File: src/rtl/y86_pkg.sv
// y86_pkg: Y86-64 icode/status constants, fetch FSM states and the fetch status encoder.
package y86_pkg;
    localparam logic [3:0] HALT = 4'h0, NOP = 4'h1, CMOVXX = 4'h2, IRMOVQ = 4'h3;
    localparam logic [3:0] RMMOVQ = 4'h4, MRMOVQ = 4'h5, OPQ = 4'h6, JXX = 4'h7;
    localparam logic [3:0] CALL = 4'h8, RET = 4'h9, PUSHQ = 4'hA, POPQ = 4'hB;
    localparam logic [2:0] AOK = 3'd1, HLT = 3'd2, ADR = 3'd3, INS = 3'd4;
    typedef enum logic [1:0] {RUN, HOLD, DONE} state_t;
    function automatic logic [2:0] fetch_stat(input logic imem_error, input logic instr_valid, input logic hlt);
        return imem_error ? ADR : !instr_valid ? INS : hlt ? HLT : AOK;
    endfunction
endpackage

File: src/rtl/fetch_pc_ctrl_if.sv
// fetch_pc_ctrl_if: pipeline-side signals of the fetch PC controller.
interface fetch_pc_ctrl_if #(parameter int CNT_W = 32);
    logic             F_stall;
    logic [3:0]       M_icode;
    logic             M_Cnd;
    logic [63:0]      M_valA;
    logic [3:0]       W_icode;
    logic [63:0]      W_valM;
    logic [2:0]       W_stat;
    logic [3:0]       f_icode;
    logic [63:0]      f_valC;
    logic [63:0]      f_valP;
    logic             f_hlt;
    logic             f_imem_error;
    logic             f_instr_valid;
    logic [63:0]      f_pc;
    logic [63:0]      F_predPC;
    logic [2:0]       f_stat;
    logic             f_valid;
    logic             halted;
    logic [CNT_W-1:0] fetch_count;
    modport master(
        output F_stall, M_icode, M_Cnd, M_valA, W_icode, W_valM, W_stat,
               f_icode, f_valC, f_valP, f_hlt, f_imem_error, f_instr_valid,
        input  f_pc, F_predPC, f_stat, f_valid, halted, fetch_count
    );
    modport slave(
        input  F_stall, M_icode, M_Cnd, M_valA, W_icode, W_valM, W_stat,
               f_icode, f_valC, f_valP, f_hlt, f_imem_error, f_instr_valid,
        output f_pc, F_predPC, f_stat, f_valid, halted, fetch_count
    );
endinterface

File: src/rtl/fetch_pc_select.sv
// fetch_pc_select: redirect-priority PC mux (mispredict > ret > prediction) and next-PC prediction.
module fetch_pc_select
    import y86_pkg::*;
(
    input  logic [3:0]  M_icode,
    input  logic        M_Cnd,
    input  logic [63:0] M_valA,
    input  logic [3:0]  W_icode,
    input  logic [63:0] W_valM,
    input  logic [63:0] F_predPC,
    input  logic [3:0]  f_icode,
    input  logic [63:0] f_valC,
    input  logic [63:0] f_valP,
    output logic [63:0] f_pc,
    output logic [63:0] next_pc,
    output logic        redirect
);
    logic mispredict, ret_done;
    always_comb begin
        mispredict = (M_icode == JXX) && !M_Cnd;
        ret_done   = (W_icode == RET);
        redirect   = mispredict || ret_done;
        f_pc       = mispredict ? M_valA : ret_done ? W_valM : F_predPC;
        next_pc    = (f_icode == JXX || f_icode == CALL) ? f_valC : f_valP;
    end
endmodule

File: src/rtl/fetch_pc_ctrl.sv
// fetch_pc_ctrl: F register, fetch status and RUN/HOLD/DONE fetch FSM for the Y86-64 pipeline.
module fetch_pc_ctrl
    import y86_pkg::*;
#(
    parameter logic [63:0] RESET_PC = 64'd10,
    parameter int          CNT_W    = 32
) (
    input logic            clk,
    input logic            rst_n,
    fetch_pc_ctrl_if.slave bus
);
    state_t           state;
    logic [63:0]      pred_pc, pc, next_pc;
    logic [CNT_W-1:0] cnt;
    logic [2:0]       stat;
    logic             redirect, valid, accept;

    fetch_pc_select u_sel (
        .M_icode  (bus.M_icode),
        .M_Cnd    (bus.M_Cnd),
        .M_valA   (bus.M_valA),
        .W_icode  (bus.W_icode),
        .W_valM   (bus.W_valM),
        .F_predPC (pred_pc),
        .f_icode  (bus.f_icode),
        .f_valC   (bus.f_valC),
        .f_valP   (bus.f_valP),
        .f_pc     (pc),
        .next_pc  (next_pc),
        .redirect (redirect)
    );

    assign stat   = fetch_stat(bus.f_imem_error, bus.f_instr_valid, bus.f_hlt);
    assign valid  = (state == RUN) || (state == HOLD && redirect);
    assign accept = valid && !bus.F_stall;

    assign bus.f_pc        = pc;
    assign bus.F_predPC    = pred_pc;
    assign bus.f_stat      = stat;
    assign bus.f_valid     = valid;
    assign bus.halted      = (state == DONE);
    assign bus.fetch_count = cnt;

    // A faulting instruction parks the F register on its own PC until a redirect or retirement.
    always_ff @(posedge clk or negedge rst_n) begin
        if (!rst_n) begin
            pred_pc <= RESET_PC;
            state   <= RUN;
            cnt     <= '0;
        end else if (bus.W_stat != AOK) begin
            state <= DONE;
        end else if (accept) begin
            pred_pc <= (stat == AOK) ? next_pc : pc;
            state   <= (stat == AOK) ? RUN : HOLD;
            if (!(&cnt)) cnt <= cnt + 1'b1;
        end
    end
endmodule

File: src/flat_wrapper.sv
// flat-port wrapper written by rule: the top's interface ports become plain ports
module fetch_pc_ctrl_flat import y86_pkg::*;
#(
    parameter logic [63:0] RESET_PC = 64'd10,
    parameter int          CNT_W    = 32
)
  (clk, rst_n, bus_F_stall, bus_M_icode, bus_M_Cnd, bus_M_valA, bus_W_icode, bus_W_valM, bus_W_stat, bus_f_icode, bus_f_valC, bus_f_valP, bus_f_hlt, bus_f_imem_error, bus_f_instr_valid, bus_f_pc, bus_F_predPC, bus_f_stat, bus_f_valid, bus_halted, bus_fetch_count);
  fetch_pc_ctrl_if #(.CNT_W(CNT_W)) bus_i ();
  input logic clk;
  input logic rst_n;
  input wire logic [$bits(bus_i.F_stall)-1:0] bus_F_stall;
  input wire logic [$bits(bus_i.M_icode)-1:0] bus_M_icode;
  input wire logic [$bits(bus_i.M_Cnd)-1:0] bus_M_Cnd;
  input wire logic [$bits(bus_i.M_valA)-1:0] bus_M_valA;
  input wire logic [$bits(bus_i.W_icode)-1:0] bus_W_icode;
  input wire logic [$bits(bus_i.W_valM)-1:0] bus_W_valM;
  input wire logic [$bits(bus_i.W_stat)-1:0] bus_W_stat;
  input wire logic [$bits(bus_i.f_icode)-1:0] bus_f_icode;
  input wire logic [$bits(bus_i.f_valC)-1:0] bus_f_valC;
  input wire logic [$bits(bus_i.f_valP)-1:0] bus_f_valP;
  input wire logic [$bits(bus_i.f_hlt)-1:0] bus_f_hlt;
  input wire logic [$bits(bus_i.f_imem_error)-1:0] bus_f_imem_error;
  input wire logic [$bits(bus_i.f_instr_valid)-1:0] bus_f_instr_valid;
  output wire logic [$bits(bus_i.f_pc)-1:0] bus_f_pc;
  output wire logic [$bits(bus_i.F_predPC)-1:0] bus_F_predPC;
  output wire logic [$bits(bus_i.f_stat)-1:0] bus_f_stat;
  output wire logic [$bits(bus_i.f_valid)-1:0] bus_f_valid;
  output wire logic [$bits(bus_i.halted)-1:0] bus_halted;
  output wire logic [$bits(bus_i.fetch_count)-1:0] bus_fetch_count;
  assign bus_i.F_stall = bus_F_stall;
  assign bus_i.M_icode = bus_M_icode;
  assign bus_i.M_Cnd = bus_M_Cnd;
  assign bus_i.M_valA = bus_M_valA;
  assign bus_i.W_icode = bus_W_icode;
  assign bus_i.W_valM = bus_W_valM;
  assign bus_i.W_stat = bus_W_stat;
  assign bus_i.f_icode = bus_f_icode;
  assign bus_i.f_valC = bus_f_valC;
  assign bus_i.f_valP = bus_f_valP;
  assign bus_i.f_hlt = bus_f_hlt;
  assign bus_i.f_imem_error = bus_f_imem_error;
  assign bus_i.f_instr_valid = bus_f_instr_valid;
  assign bus_f_pc = bus_i.f_pc;
  assign bus_F_predPC = bus_i.F_predPC;
  assign bus_f_stat = bus_i.f_stat;
  assign bus_f_valid = bus_i.f_valid;
  assign bus_halted = bus_i.halted;
  assign bus_fetch_count = bus_i.fetch_count;
  fetch_pc_ctrl #(.RESET_PC(RESET_PC), .CNT_W(CNT_W)) u_core (.clk(clk), .rst_n(rst_n), .bus(bus_i));
endmodule
File: config.mk
export PLATFORM = sky130hd
export DESIGN_NAME = fetch_pc_ctrl_flat
export DESIGN_NICKNAME = d
export VERILOG_FILES = /design/src/rtl/y86_pkg.sv /design/src/rtl/fetch_pc_ctrl_if.sv /design/src/rtl/fetch_pc_select.sv /design/src/rtl/fetch_pc_ctrl.sv /design/src/flat_wrapper.sv
export SDC_FILE = /design/constraint.sdc
export NUM_CORES = 1
export LEC_CHECK = 0
export ABC_AREA = 1
export CORE_AREA = 4 4 170 172
export DETAILED_ROUTE_END_ITERATION = 6
export DIE_AREA = 0 0 174 176
export DONT_BUFFER_PORTS = 1
export GPL_TIMING_DRIVEN = 0
export RECOVER_POWER = 25
export SYNTH_ARGS = -nofsm -noshare
export SYNTH_HDL_FRONTEND = slang
export SYNTH_HIERARCHICAL = 1
export SYNTH_SLANG_ARGS = --single-unit
File: constraint.sdc
create_clock -name clk -period 3.4 [get_ports clk]
set_clock_uncertainty 0.05 [all_clocks]
set_input_delay 0.51 -clock clk [delete_from_list [all_inputs] [get_ports clk]]
set_output_delay 0.51 -clock clk [all_outputs]
set_load 0.01 [all_outputs]
==> impl_metrics.yaml <==
timing:
  finalSetupViolations: 0
  rsz0062_at_grt: "no"
  timing.max_slew.rel_slack_pct: -75.7
  tns_ns: 0
  clock.fmax_mhz: 344
  final_min_period_over_clock_period_pct: 85.6
  hold_ws_ns: 0.268
  post-route-min-period_ns: 2.91
  hold_viol: 0
  final.setup.worst_slack_ns: 0.489
  worstMarginPinSlew_ns: 2.64
  maxSlewViolCount: 99
synth:
  proportion_of_synthesized_chip_area_in_sequential_cells_pct: 28.8
  yosys.cell_count.top_type: "nand2_1"
  post_synth_inst_count: 1423
  synth_seq_cells: 98
  synth_area_per_cell_um2: 5.98
  yosys_top_cell_area_share_pct: 28.2
  synth_top_cells_by_count: "nand2_1 (562), nand3_1 (275), inv_1 (163)"
  synth_enable_flop_cells: 0
  post_synth_num_cell_types: 31
  ys_async_sr_fraction_pct: 100
  netlist_top_cells_area: "dfrtp_1 (28%), nand2_1 (25%), nand3_1 (16%)"
  ys.warnings.count: 6
  synth_area_leader_cell: "dfrtp_1"
  postSynthNetCount: 1702
  area_of_the_mapped_netlist_um2: 8510
  ys.flop_type: "dfrtp_1"
power_and_ir_drop:
  seqPwrFrac_pct: 41.7
  power.combinational.fraction_pct: 17.1
  leakage_nw: 4.81
  p_clk_share_pct: 41.2
  p_sw_share_pct: 29.6
  switchingPower_mw: 0.826
  power_density_nw_per_um2: 301
  power.internal_mw: 1.97
  irDropWorstVdd_mv: 0.235
clocking:
  cts-htree-levels: 3
  cts_resized: 0
  clk_root_buffer_cell: "clkbuf_16"
  clk_latency_ns: 0.35
  tritoncts: "built"
  cts_made_buffers: 9
  max_clock_buf_depth: 2
  postCtsSetupRepairBufs: 0
  tritoncts_num_sinks: 98
  cts_hold_buf: 1
  path_clk_slew_ns: 0.07
job:
  max_cap_violations: 1
floorplanning:
  core_area_um2: 27500
  horiz_die_dim_um: 174
  initial_core_utilization_pct: 31.0
  floorplan.rows: 61
  ioPinCount: 443
  die-height_um: 176
  die_area_um2: 30600
detailed_routing:
  post_drt_wl_per_cell_um: 21.3
  via_count: 9398
  drt_pass1_iterations: 5
  drt-vias-per-instance: 5.25
  drc: 0
  antenna_left: 0
  first_iter_violations: 740
  postRouteWirelength_mm: 38.1
place:
  placedInstanceArea_um2: 8940
  buffer_ports.inserted: 0
  place_hpwl_mm: 30.5
  place.gp.congestion: 0.978
  dpl_worst_slack_ns: 0.0115
  place_inst: 1769
finish:
  stdcell_area_um2: 9280
  finish.cell_count_without_fillers: 1790
  synthToLayoutAreaGrowth_pct: 9.03
  fillerInstances: 3127
  drive_gt1_share_pct: 7.64
  multi_input_area_um2: 4700
  final-seq-area_um2: 2450
  finalNetCount: 1714
global_routing:
  grt_first_pass_wirelength_mm: 55.9
  grt_max_degree: 99
  first_global_vias: 9187
  global_route.overflow_total: 0
  antenna_found_initial: 4
  grtUsageTotal_pct: 23.6
worst_setup_path:
  worst-setup-path-type: "input port to flip-flop"
  slowest_delay_ns: 0.61
  worstPathMaxFanout: 10
  worstPathCellList: "nand2_1 -> nor2_1 -> nand2_1 -> buf_4 -> buf_6 -> nand2_1 -> inv_1 -> nand2_1 -> nand3_1 -> nor2_2 -> buf_2 -> buf_2 -> a31oi_1"
  critPathTopFamily: "simple AND/OR/NAND/NOR gates"
  crit_path_frequent_cell: "nand2_1"
  path_buf_inv: 5
  critical_path.startpoint_type: "input port"
  slowest_stage: "nor2_2"
  critical_path_arrival_ns: 3.08
  cp_data_required_time_ns: 3.57
  kind_of_end_point_of_the_critical_path: "flip-flop"
outcome:
  outcome: "finished with violations"
  violated_checks: "capacitance limit, slew limit"
min_path:
  hold_path.class: "input port to flip-flop"
layout make-up:
| class | instances | area share, % |
|---|---|---|
| multi-input combinational | 1066 | 50.7 |
| timing repair buffer | 1 | 0.0539 |
| buffer | 95 | 7.93 |
| sequential | 98 | 26.5 |
| antenna | 4 | 0.108 |
| clock inverter | 5 | 0.836 |
| inverter | 164 | 6.64 |
| tap | 346 | 4.67 |
| clock buffer | 11 | 2.62 |
metal layers:
metal	up-vias	global-route usage [%]	wire, um
met5	-	0	9
met4	2	9.20	1430
met3	70	7.13	3250
met2	428	40.9	18800
met1	4391	27.5	14600
li1	4507	-	-
power groups by stage:
| stage | sequential, mW | combinational [mW] | clock, mW |
|---|---|---|---|
| after global routing | 1.16 | 0.524 | 1.23 |
| after global placement | 1.19 | 0.446 | 0 |
| final | 1.16 | 0.479 | 1.15 |
| after CTS | 1.16 | 0.479 | 1.19 |
| after floorplan | 1.19 | 0.316 | 0 |
| after detailed placement | 1.19 | 0.448 | 0 |
layout by cell type (no fill, tap or decap), drive strengths merged:
cell and n:
xor2 7, bufinv 2, xnor2 6, a21oi 1, nand4 7, clkinv 2
nand2 568, a31oi 64, clkinvlp 1, nand3 275, nor3 1, ha 1
nand3b 3, clkbuf 30, dfrtp 96, o21bai 1, buf 77, nor2b 1
o21ai 7, diode 4, inv 164, nor2 124, dfstp 2
cells by family after synthesis:
kind of cell / count (synthesis) / share of synthesized area, %
XOR/XNOR: 13 / 1.34
flip-flops: 98 / 28.8
AND/OR/NAND/NOR: 979 / 48.4
AO/OA/AOI/OAI: 73 / 5.35
buffers and inverters: 259 / 15.9
adder cells (fa/ha/maj): 1 / 0.147
flip-flops by register name, summed over array words and instances (netlist names):
name / flops
u_core/state: 2
u_core/bus.F_predPC: 64
u_core/bus.fetch_count: 32
through the flow:
stage,utilization (%),power [mW]
finish,33.8,2.79
floorplan,-,1.50
global placement,32.5,1.63
detailed placement,32.5,1.64
CTS,33.8,2.83
global route,33.8,2.92
path summary, 6_finish.rpt:
check	start	end	slack, ns	cells past startpoint
min in group asynchronous	rst_n	u_core/bus.F_predPC[45]	0.92	1
setup / recovery	bus_M_icode[1]	u_core/bus.F_predPC[52]	0.49	13
setup reg to reg	u_core/state[0]	u_core/bus.F_predPC[52]	1.19	6
max in group asynchronous	rst_n	u_core/bus.F_predPC[7]	0.82	1
hold reg to reg	u_core/state[1]	u_core/state[1]	0.46	2
hold / removal	bus_W_stat[2]	u_core/state[1]	0.27	2
Note: power is estimated with default switching activity, not from simulation.
